**config.mk**
```make
export PLATFORM = sky130hd
export DESIGN_NAME = led_pattern_ctrl
export DESIGN_NICKNAME = d
export VERILOG_FILES = /design/src/rtl/led_pkg.sv /design/src/rtl/led_tick_gen.sv /design/src/rtl/led_pattern_ctrl.sv
export SDC_FILE = /design/constraint.sdc
export NUM_CORES = 1
export LEC_CHECK = 0
export CORE_UTILIZATION = 55
export DETAILED_ROUTE_END_ITERATION = 10
export GPL_TIMING_DRIVEN = 0
export PLACE_DENSITY = 0.73
export SETUP_SLACK_MARGIN = 0.1
export SYNTH_ARGS = -nofsm -noshare
export SYNTH_HDL_FRONTEND = slang
export SYNTH_SLANG_ARGS = --single-unit
```
**constraint.sdc**
```tcl
create_clock -name clk -period 3.4 [get_ports clk]
set_clock_uncertainty 0.15 [all_clocks]
set_input_delay 0.68 -clock clk [delete_from_list [all_inputs] [get_ports clk]]
set_output_delay 0.68 -clock clk [all_outputs]
set_load 0.02 [all_outputs]
```
**src/rtl/led_pkg.sv**
```systemverilog
// Shared types and constants for the four-LED pattern sequencer.
package led_pkg;

   typedef enum logic [2:0] {
      ST_OFF    = 3'd0,
      ST_CHASE  = 3'd1,
      ST_BOUNCE = 3'd2,
      ST_BLINK  = 3'd3,
      ST_COUNT  = 3'd4
   } state_e;

   localparam logic [1:0] PAT_CHASE  = 2'b00;
   localparam logic [1:0] PAT_BOUNCE = 2'b01;
   localparam logic [1:0] PAT_BLINK  = 2'b10;
   localparam logic [1:0] PAT_COUNT  = 2'b11;

   localparam logic [3:0] INIT_CHASE  = 4'b0001;
   localparam logic [3:0] INIT_BOUNCE = 4'b0001;
   localparam logic [3:0] INIT_BLINK  = 4'b0000;
   localparam logic [3:0] INIT_COUNT  = 4'b0000;

   localparam logic DIR_UP   = 1'b0;
   localparam logic DIR_DOWN = 1'b1;

   function automatic state_e pat2state(input logic [1:0] p);
      state_e s;
      unique case (p)
         PAT_CHASE:  s = ST_CHASE;
         PAT_BOUNCE: s = ST_BOUNCE;
         PAT_BLINK:  s = ST_BLINK;
         default:    s = ST_COUNT;
      endcase
      return s;
   endfunction

   function automatic logic [3:0] pat_init(input logic [1:0] p);
      logic [3:0] v;
      unique case (p)
         PAT_CHASE:  v = INIT_CHASE;
         PAT_BOUNCE: v = INIT_BOUNCE;
         PAT_BLINK:  v = INIT_BLINK;
         default:    v = INIT_COUNT;
      endcase
      return v;
   endfunction

endpackage

```
**src/rtl/led_tick_gen.sv**
```systemverilog
// Step prescaler: pulses tick once per limit_i cycles while not cleared.
module led_tick_gen
   import led_pkg::*;
(
   input  logic        clk,
   input  logic        rst_n,
   input  logic        clr_i,
   input  logic [31:0] limit_i,
   output logic        tick_o
);

   logic [31:0] cnt_q;
   logic [31:0] cnt_d;

   // >= lets a shrinking limit fire at once instead of wrapping the counter
   assign tick_o = (cnt_q >= (limit_i - 32'd1));

   always_comb begin
      cnt_d = cnt_q + 32'd1;
      if (clr_i || tick_o) begin
         cnt_d = '0;
      end
   end

   always_ff @(posedge clk) begin
      if (!rst_n) begin
         cnt_q <= '0;
      end else begin
         cnt_q <= cnt_d;
      end
   end

endmodule

```
**src/rtl/led_pattern_ctrl.sv**
```systemverilog
// LED pattern sequencer: switch synchronizer plus pattern state machine.
module led_pattern_ctrl
   import led_pkg::*;
#(
   parameter int unsigned TICK_CNT = 25000000
) (
   input  logic       clk,
   input  logic       rst_n,
   input  logic [3:0] sw,
   output logic [3:0] led,
   output logic       step
);

   logic [3:0]  sw_meta_q;
   logic [3:0]  sw_s_q;
   state_e      state_q;
   logic [3:0]  led_q;
   logic        step_q;
   logic        dir_q;
   logic [31:0] limit;
   logic        tick;
   logic        clr;
   logic        en;
   logic        fast;
   logic [1:0]  pat;
   state_e      pat_st;

   assign en     = sw_s_q[0];
   assign pat    = sw_s_q[2:1];
   assign fast   = sw_s_q[3];
   assign pat_st = pat2state(pat);
   assign limit  = fast ? (TICK_CNT >> 1) : TICK_CNT;
   assign clr    = (state_q == ST_OFF) || !en;

   led_tick_gen u_tick (
      .clk     (clk),
      .rst_n   (rst_n),
      .clr_i   (clr),
      .limit_i (limit),
      .tick_o  (tick)
   );

   always_ff @(posedge clk) begin
      if (!rst_n) begin
         sw_meta_q <= '0;
         sw_s_q    <= '0;
         state_q   <= ST_OFF;
         led_q     <= '0;
         step_q    <= 1'b0;
         dir_q     <= DIR_UP;
      end else begin
         sw_meta_q <= sw;
         sw_s_q    <= sw_meta_q;
         step_q    <= 1'b0;
         if (state_q == ST_OFF) begin
            led_q <= '0;
            if (en) begin
               state_q <= pat_st;
               led_q   <= pat_init(pat);
               dir_q   <= DIR_UP;
            end
         end else if (!en) begin
            state_q <= ST_OFF;
            led_q   <= '0;
         end else if (tick) begin
            step_q <= 1'b1;
            // a new selection is only taken on a step boundary
            if (state_q != pat_st) begin
               state_q <= pat_st;
               led_q   <= pat_init(pat);
               dir_q   <= DIR_UP;
            end else begin
               case (state_q)
                  ST_CHASE:  led_q <= {led_q[2:0], led_q[3]};
                  ST_BOUNCE: begin
                     if (dir_q == DIR_UP) begin
                        led_q <= led_q << 1;
                        if (led_q == 4'b0100) dir_q <= DIR_DOWN;
                     end else begin
                        led_q <= led_q >> 1;
                        if (led_q == 4'b0010) dir_q <= DIR_UP;
                     end
                  end
                  ST_BLINK:  led_q <= ~led_q;
                  ST_COUNT:  led_q <= led_q + 4'd1;
                  default:   led_q <= '0;
               endcase
            end
         end
      end
   end

   assign led  = led_q;
   assign step = step_q;

endmodule

```
### Yosys cells after proc, flatten, opt, wreduce, memory -nomap -nowiden

Index checks and enable logic that the tools add are counted.
W data, S select, Z words.

* flip-flop bits (word level): 49
* output and inout port bits: 5
* word-level logic and storage cells: 63

* $add $sub $neg: 3
* order comparisons: 1
* eq/ne operators: 12
* mux-type cells: 25
* bitwise operators: 3
* reductions and logical operators: 12

Operators by type and width (number)
* $add A32 B1 Y32 const B: 1
* $ge A32 B32 Y1: 1
* $sub A25 B1 Y26 const B: 1
* $mux W25: 1
* $mux W4: 5
* $pmux W4 S4: 1
* $mux W3: 5
* $mux W1: 12
* $pmux W3 S3: 1
* $eq A3 B2 Y1 const B: 2
* $ne A3 B1 Y1 const B: 2
* $reduce_and A3 Y1: 2
* $add A4 B1 Y4 const B: 1
* $eq A4 B2 Y1 const B: 1
* $eq A4 B3 Y1 const B: 1
* $not A4 Y4: 1
* $reduce_or A2 Y1: 2
* $eq A3 B1 Y1 const B: 1
* $eq A3 B3 Y1 const B: 1
* $logic_not A3 Y1: 1
* $ne A3 B3 Y1: 1
* $reduce_bool A3 Y1: 1
* $reduce_or A3 Y1: 1
* $eq A2 B1 Y1 const B: 1
* other kinds (7): 9

### Depth between registers and ports, before layout

Gate-level depths: netlist (run 1).

* word-level depth: 8
* depth in mapped cells: 8
* mapped depth without buffers: 7

### Hierarchy

A second synthesis (run 1) with hierarchy kept.

* cells, all modules: 453
* area total of the unflattened synthesis: 3692.3 um2

By module, submodules not included
* led_tick_gen: times used 1, cells an instance 333, area each 2687.6 um2
* led_pattern_ctrl: times used 1, cells an instance 120, area each 1004.7 um2

### Worst setup path before layout (run 1)

Ideal clock, no wire load.

* path type: register -> register
* start: register sw_s_q[3]
* end: register state_q[0]
* library setup time: 0.131 ns
* data arrival time: 2.216 ns
* required time: 3.119 ns
* path slack: 0.903 ns
* cell stages (with the launch flop): 8
* buffers on the path: 0
* path through: dfxtp_1 inv_1 ha_1 or4_1 a311o_1 o211ai_1 a21oi_1 mux2i_1

* word-level cells in the longest chain between the ends: 5

Ends and longest elaborated chain
* from (decl): line led_pattern_ctrl.sv:15 `logic [3:0] sw_s_q;`
* from (signal assigned): line led_pattern_ctrl.sv:53 `sw_s_q <= sw_meta_q;`
* $mux W25: line led_pattern_ctrl.sv:32 `assign limit = fast ? (TICK_CNT >> 1) : TICK_CNT;`
* $sub A25 B1 Y26: line led_tick_gen.sv:16 `assign tick_o = (cnt_q >= (limit_i - 32'd1));`
* $ge A32 B32 Y1: line led_tick_gen.sv:16
* $ne A3 B1 Y1 (no source line)
* $reduce_and A3 Y1 (no source line)
* to (signal assigned): line led_pattern_ctrl.sv:58 `state_q <= pat_st;`
* to (signal assigned): line led_pattern_ctrl.sv:69 `state_q <= pat_st;`
* to (decl): line led_pattern_ctrl.sv:16 `state_e state_q;`

Every way passes these cells.
A chain may end at the register's enable or synchronous reset.

### Worst setup path after layout (run 1)

* start: register sw_s_q[3]
* end: register u_tick.cnt_q[25]

* word-level cells in the longest chain between the ends: 5

Ends and longest elaborated chain
* $mux W25: line led_pattern_ctrl.sv:32
* $sub A25 B1 Y26: line led_tick_gen.sv:16
* $ge A32 B32 Y1: line led_tick_gen.sv:16
* $logic_or A1 B1 Y1: line led_tick_gen.sv:20 `if (clr_i || tick_o) begin`
* $reduce_or A2 Y1 (no source line)
* to (signal assigned): line led_tick_gen.sv:29 `cnt_q <= cnt_d;`
* to (decl): line led_tick_gen.sv:12 `logic [31:0] cnt_q;`

Every way passes these cells.

==> results of run 1 <==
-- placed cells by master, fill, tap and decap left out, types with 2 or more instances in the layout --
| master | n |
|---|---|
| and2_1 | 12 |
| nand2b_1 | 3 |
| nor2b_1 | 2 |
| xnor2_1 | 22 |
| and3_1 | 5 |
| inv_1 | 13 |
| nand2_1 | 18 |
| conb_1 | 6 |
| o21ai_0 | 11 |
| o31ai_1 | 2 |
| nand3b_1 | 2 |
| nor2_1 | 34 |
| mux2i_1 | 5 |
| xor2_1 | 6 |
| or4_1 | 2 |
| ha_1 | 17 |
| nand3_1 | 12 |
| nor4_1 | 7 |
| a21oi_1 | 11 |
| buf_6 | 2 |
| o22ai_1 | 3 |
| nor3_1 | 9 |
| o21a_1 | 2 |
| nor3b_1 | 3 |
| clkbuf_8 | 6 |
| and4_1 | 2 |
| nand4_1 | 7 |
| clkbuf_1 | 7 |
| dfxtp_1 | 49 |
| clkdlybuf4s50_1 | 9 |
-- worst max-delay path: stages (launching register included) --
cell and delay [ns]:
dfxtp_1 0.50, inv_1 0.17, ha_1 0.25, or4_1 0.46, a311o_1 0.35, o211ai_1 0.46
nand3_4 0.23, buf_6 0.22, nor2_1 0.10
-- kinds of logic after synthesis --
kind of cell / Yosys count / share of synthesized area
AOI/OAI and AO/OA: 42 / 0.1159
buffers and inverters: 22 / 0.03846
DFF: 49 / 0.3866
other: 1 / 0.001478
adders and majority gates: 17 / 0.08382
muxes: 5 / 0.01972
and+or+nand+nor: 123 / 0.2574
xor gates and xnor gates: 28 / 0.09664
-- registers in the layout (all words and copies together) (netlist names) --
register      count
u_tick.cnt_q     32
led               4
sw_meta_q         4
sw_s_q            4
state_q           3
dir_q             1
step              1
-- final timing paths --
| path | startpoint | end | slack (ns) | cells past startpoint |
|---|---|---|---|---|
| max | sw_s_q[3]$_SDFF_PN0_ | u_tick.cnt_q[25]$_SDFF_PP0_ | 0.44 | 8 |
| min reg2reg | sw_meta_q[1]$_SDFF_PN0_ | sw_s_q[1]$_SDFF_PN0_ | 0.29 | 1 |
| min | sw_meta_q[1]$_SDFF_PN0_ | sw_s_q[1]$_SDFF_PN0_ | 0.29 | 1 |
| max reg2reg | sw_s_q[3]$_SDFF_PN0_ | u_tick.cnt_q[25]$_SDFF_PP0_ | 0.44 | 8 |
-- final cells by class --
type | instances | area (um2) | area share
multi-input cells | 221 | 1478 | 0.5275
flip-flops and latches | 49 | 980.9 | 0.3502
repair buffers | 9 | 90.09 | 0.03216
clock buffers | 6 | 82.58 | 0.02948
well taps | 52 | 65.06 | 0.02322
plain buffers | 9 | 48.80 | 0.01742
inverters | 13 | 48.80 | 0.01742
clock inverters | 1 | 7.507 | 0.002680
-- metal layers --
| layer | GRT usage | routed length (um) |
|---|---|---|
| met1 | 0.2550 | 2312 |
| met3 | 0.04762 | 102 |
| met5 | 0 | 0 |
| met2 | 0.3782 | 2348 |
| met4 | 0.05778 | 26 |
-- power by group --
part / switching, mW / internal [mW]
clock: 0.181 / 0.161
combinational: 0.0214 / 0.0175
sequential: 0.00534 / 0.582
-- through the flow --
stage	util	std cells	worst slack, ns	area [um2]
after floorplan	-	292	0.9030	2556
after global placement	0.6184	353	0.5166	2711
after detailed placement	0.6184	353	0.4740	2711
after CTS	0.6390	360	0.4595	2801
after global routing	0.6390	360	0.2014	2801
final	0.6390	360	0.4447	2801
==> key figures, run 1 <==
Floorplanning
  • Rows: 24
  • Starting density of the core: 0.5788
  • Die H: 69.92 um
  • IO Count: 11
  • DIE WIDTH: 69.92 um
  • Die area: 0.004889 mm2
  • CORE AREA: 0.004384 mm2

Drt
  • 1st-iter DRT viols: 126
  • DR WL/cell: 13.31 um
  • Drt total wl: 4790 um
  • Antenna-violating nets left: 0
  • Routed vias/inst: 5.533
  • # DRC: 0
  • Drt pass-1 iters: 4
  • Via Count: 1992

Clock tree
  • Clk sinks: 49
  • Worst-skew pair later-pin latency: 0.29 ns
  • CTS Buffer Depth: 2
  • Clk slew on worst S/H paths: 0.08 ns
  • CTS tree: done
  • Post-CTS Setup Inserts: 0
  • Hold-fix buffers, CTS: 0
  • CTS Buf Count: 5
  • Post-cts sizing count: 0
  • Clock Root Buffer: clkbuf_8
  • Total number of H-tree levels: 2

Pwr
  • VDD IR max: 0.3071 mV
  • Power per standard cell area: 345.8 mW/mm2
  • Static leakage: 0.9822 nW
  • Total power: 968.7 uW

Timing
  • TNS Setup: 0 ns
  • Fin crit share: 0.8692
  • Final min period: 2.955 ns
  • Worst-Margin Slew: 0.6094 ns
  • Max-Slew Margin vs Limit: 0.5903
  • Hold Slack: 0.2877 ns
  • Slew Limit Fails: 0
  • RSZ-0062 raised after global routing: false
  • FMAX: 0.3384 GHz
  • Final setup vio count: 0
  • Endpoints failing hold: 0

Logic synthesis
  • Most frequent cells after synthesis: 49 x dfxtp_1, 34 x nor2_1, 22 x xnor2_1
  • Synth Warn #: 0
  • Asr flop ratio synth: 0
  • Synth top area share: 0.3866
  • Synth area leader: dfxtp_1
  • Netlist cell types: 46
  • Synth Instances: 287
  • #FFs+latches synth: 49
  • Avg Cell Area, Syn: 8.841 um2
  • Count leader, synth: dfxtp_1
  • Primary FF master, synth: dfxtp_1
  • Synth area leaders: dfxtp_1 39%, ha_1 8.4%, xnor2_1 7.6%
  • Synth Cell Area: 0.002537 mm2
  • Seq/Total Area, Yosys: 0.3866
  • Post-synth EDFFs: 0

Setup path
  • Critical Path AT: 3.04 ns
  • CP Class: flip-flop to flip-flop
  • Crit-path max FO: 10
  • Crit. End Element: flip-flop
  • Critical Path Source Type: flip-flop
  • Worst endpoint required time: 3.48 ns

Finish
  • Area delta synth->final: 10.40%
  • Fill cells: 388
  • Nets: 331
  • Layout cell share with drive strength beyond 1: 0.03896
  • Ant. Diodes: 0

Min path
  • Min-Delay Path Class: flip-flop to flip-flop

GRT
  • Vias in the first global route: 1893
  • First-pass GRT wire length: 8369 um
  • Initial antenna violation count: 0
  • Gr ovfl total: 0
  • All-Layer GR Usage: 0.2121
  • Pin count of the biggest net entering global routing: 15

Placement
  • GP Congestion: 0.7650
  • Post-DP HPWL: 3520 um
  • Port Buffers: 9

Outcome
  • Status: completed

Flow run
  • Max Cap Viol: 0
No activity file was read; power rests on OpenSTA's default activity.
==> inputs of run 2 (changes only) <==
HOLD_SLACK_MARGIN = 0.06   (was unset)
==> results of run 2 <==
Same layout as run 1: the final DEF is identical, and so are final timing and power.
==> inputs of run 3 (changes only) <==
ABC_AREA = 1   (was unset)
==> run 3 against run 2 <==
Compared with the run above:
- cell area grew 6.6%
- total power grew 16%
- sequential power is essentially flat
- setup slack gained 0.50 ns
- non-clock buffer count shrank 3
- clock power grew 44%
- sequential share of layout area shrank 2.2 points
- via count grew 13%
- register-to-register slack gained 0.50 ns
- hold slack lost 0.016 ns
- final cell count grew 23%
- die area grew 4.9%
==> key figures, run 3 <==
Placement
  • GP Congestion: 0.8483
  • Placed Area: 0.002849 mm2
  • Post-DP HPWL: 3714 um
  • Port Buffers: 10
  • Inst Count DP: 433

Setup path
  • FF-to-FF path depth: 12
  • Reg2reg setup slack: 0.95 ns
  • Critical Path Max Stage Delay: 0.49 ns
  • Critical Path Source Type: flip-flop
  • Worst endpoint required time: 3.48 ns
  • CP Depth: 12
  • Reg2reg end: u_tick.cnt_q[2]$_SDFF_PP0_
  • CP Launch Point: sw_s_q[3]$_SDFF_PN0_
  • CP Class: flip-flop to flip-flop
  • Crit path buffers/inverters: 3
  • Slowest CP cell: dfxtp_1
  • Top cell by count, worst path: nand2_1
  • Delay-heaviest family, CP: simple AND/OR/NAND/NOR gates
  • Crit-path max FO: 10
  • Critical Path AT: 2.53 ns
  • Crit. End Element: flip-flop
  • Crit-path cells: inv_1 -> ha_1 -> nand2_1 -> nand2_1 -> nand3_1 -> nand2_1 -> a21oi_1 -> nand3_4 -> nor2_8 -> inv_2 -> buf_6 -> nor3b_2
  • Critical Path End: u_tick.cnt_q[2]$_SDFF_PP0_
  • RR Startpoint: sw_s_q[3]$_SDFF_PN0_

Drt
  • # DRC: 0
  • Antenna-violating nets left: 0
  • Drt pass-1 iters: 4
  • Drt total wl: 4904 um
  • Routed vias/inst: 5.104
  • Via Count: 2251
  • 1st-iter DRT viols: 164
  • DR WL/cell: 11.12 um

Logic synthesis
  • Synth area leaders: dfxtp_1 37%, nand2_1 10%, inv_1 8.2%
  • Synth Instances: 366
  • Seq/Total Area, Yosys: 0.3681
  • Netlist cell types: 43
  • #FFs+latches synth: 49
  • Synth area leader: dfxtp_1
  • Synth top area share: 0.3681
  • Primary FF master, synth: dfxtp_1
  • Synth Warn #: 0
  • Asr flop ratio synth: 0
  • Synth Cell Area: 0.002665 mm2
  • Post-synthesis simple-gate area fraction: 0.3272
  • Synth Area in XOR/XNOR: 0.01972
  • Most frequent cells after synthesis: 72 x nand2_1, 58 x inv_1, 49 x dfxtp_1
  • Combinational family with the most area after synthesis: simple AND/OR/NAND/NOR gates
  • Avg Cell Area, Syn: 7.282 um2
  • Mux cell area share after synthesis: 0
  • Complex-gate fraction of the synthesized area: 0.1028
  • Post-synth EDFFs: 0
  • Post-Synth Adder-Cell Area: 0.07981
  • Count leader, synth: nand2_1

Timing
  • Final setup vio count: 0
  • FMAX: 0.4080 GHz
  • Slew Limit Fails: 0
  • TNS Setup: 0 ns
  • Fin crit share: 0.7209
  • Final min period: 2.451 ns
  • Hold Slack: 0.2722 ns
  • RSZ-0062 raised after global routing: false
  • Endpoints failing hold: 0

Floorplanning
  • DIE WIDTH: 71.61 um
  • Die area: 0.005128 mm2
  • Die H: 71.61 um
  • Starting density of the core: 0.5917
  • Rows: 24
  • IO Count: 11
  • CORE AREA: 0.004504 mm2

Finish
  • Most frequent cells in the layout: 72 x nand2_1, 58 x inv_1, 49 x dfxtp_1
  • Design area: 0.002987 mm2
  • Area delta synth->final: 12.07%
  • Nets: 411
  • Most common cell after layout, fill and taps aside: nand2_1
  • Number of flip-flops in the largest register: 32
  • Final cell count without fillers: 441
  • Ant. Diodes: 0
  • Top reg by flops: u_tick.cnt_q
  • Layout cell share with drive strength beyond 1: 0.1003

Clock tree
  • Worst-skew pair later-pin latency: 0.30 ns
  • Clk slew on worst S/H paths: 0.09 ns
  • Clk sinks: 49
  • Post-CTS Setup Inserts: 0
  • Post-cts sizing count: 0
  • CTS tree: done
  • CTS Buffer Depth: 2
  • Hold-fix buffers, CTS: 0
  • Clock Root Buffer: clkbuf_8
  • Total number of H-tree levels: 2
  • CTS Buf Count: 5

Pwr
  • Total power: 1.125 mW
  • Power per standard cell area: 376.7 mW/mm2
  • Static leakage: 1.275 nW
  • VDD IR max: 0.2655 mV

GRT
  • Initial antenna violation count: 0
  • Gr ovfl total: 0
  • Vias in the first global route: 2119
  • First-pass GRT wire length: 8997 um
  • All-Layer GR Usage: 0.2186
  • Pin count of the biggest net entering global routing: 17

Min path
  • Min-Delay Path Class: flip-flop to flip-flop

Outcome
  • Status: completed

Flow run
  • Max Cap Viol: 0
[run 3: worst min-delay path by stage]
stage	slack [ns]	cells after the start	from	endpoint
6_report	0.27	2	sw_meta_q[3]$_SDFF_PN0_	sw_s_q[3]$_SDFF_PN0_
5_1_grt	0.30	2	sw_meta_q[3]$_SDFF_PN0_	sw_s_q[3]$_SDFF_PN0_
4_1_cts	0.28	2	sw_meta_q[2]$_SDFF_PN0_	sw_s_q[2]$_SDFF_PN0_
3_5_place_dp	0.25	2	sw_meta_q[3]$_SDFF_PN0_	sw_s_q[3]$_SDFF_PN0_
3_3_place_gp	0.24	2	sw_meta_q[3]$_SDFF_PN0_	sw_s_q[3]$_SDFF_PN0_
2_1_floorplan	0.24	2	sw_meta_q[0]$_SDFF_PN0_	sw_s_q[0]$_SDFF_PN0_
[run 3: tightest hold or removal path, cell delays in order (launching register included)]
cell     delay [ns]
dfxtp_1        0.32
nand2_1        0.05
inv_1          0.04
[run 3: cell type report]
| cell class | instances | area, um2 |
|---|---|---|
| Inverter | 64 | 240.2 |
| Tap cell | 52 | 65.06 |
| Sequential cell | 49 | 980.9 |
| Clock buffer | 5 | 68.82 |
| Multi-Input combinational cell | 253 | 1434 |
| Buffer | 5 | 28.78 |
| Timing Repair Buffer | 10 | 100.1 |
| Fill cell | 398 | 1518 |
| Clock inverter | 3 | 68.82 |
[run 3: cell families (layout without fill, tap and decap cells)]
group,Yosys count,in the layout
simple gates,176,176
buf+inv,69,87
flops,49,49
compound gates,48,48
fa+ha+maj,17,17
xor+xnor,6,6
other cells,1,6
[run 3: report_power, final]
part	internal [mW]	switching, mW	leakage [nW]
Combinational	0.0191	0.0252	0.808
Sequential	0.583	0.00550	0.399
Clock	0.296	0.196	0.0687
[run 3: routing by layer]
layer | up-vias | global-route usage | part of all wire
met2 | 29 | 0.3732 | 0.47
met3 | 2 | 0.04219 | 0.023
met1 | 1011 | 0.2814 | 0.50
met4 | 0 | 0.06318 | 0.0053
met5 | - | 0 | 0
li1 | 1209 | - | -
[run 3: stage by stage]
stage	utilization	worst slack (ns)
5_1_grt	0.6631	0.7430
4_1_cts	0.6631	0.9602
6_report	0.6631	0.9490
3_3_place_gp	0.6325	1.039
2_1_floorplan	-	1.328
3_5_place_dp	0.6325	0.9768
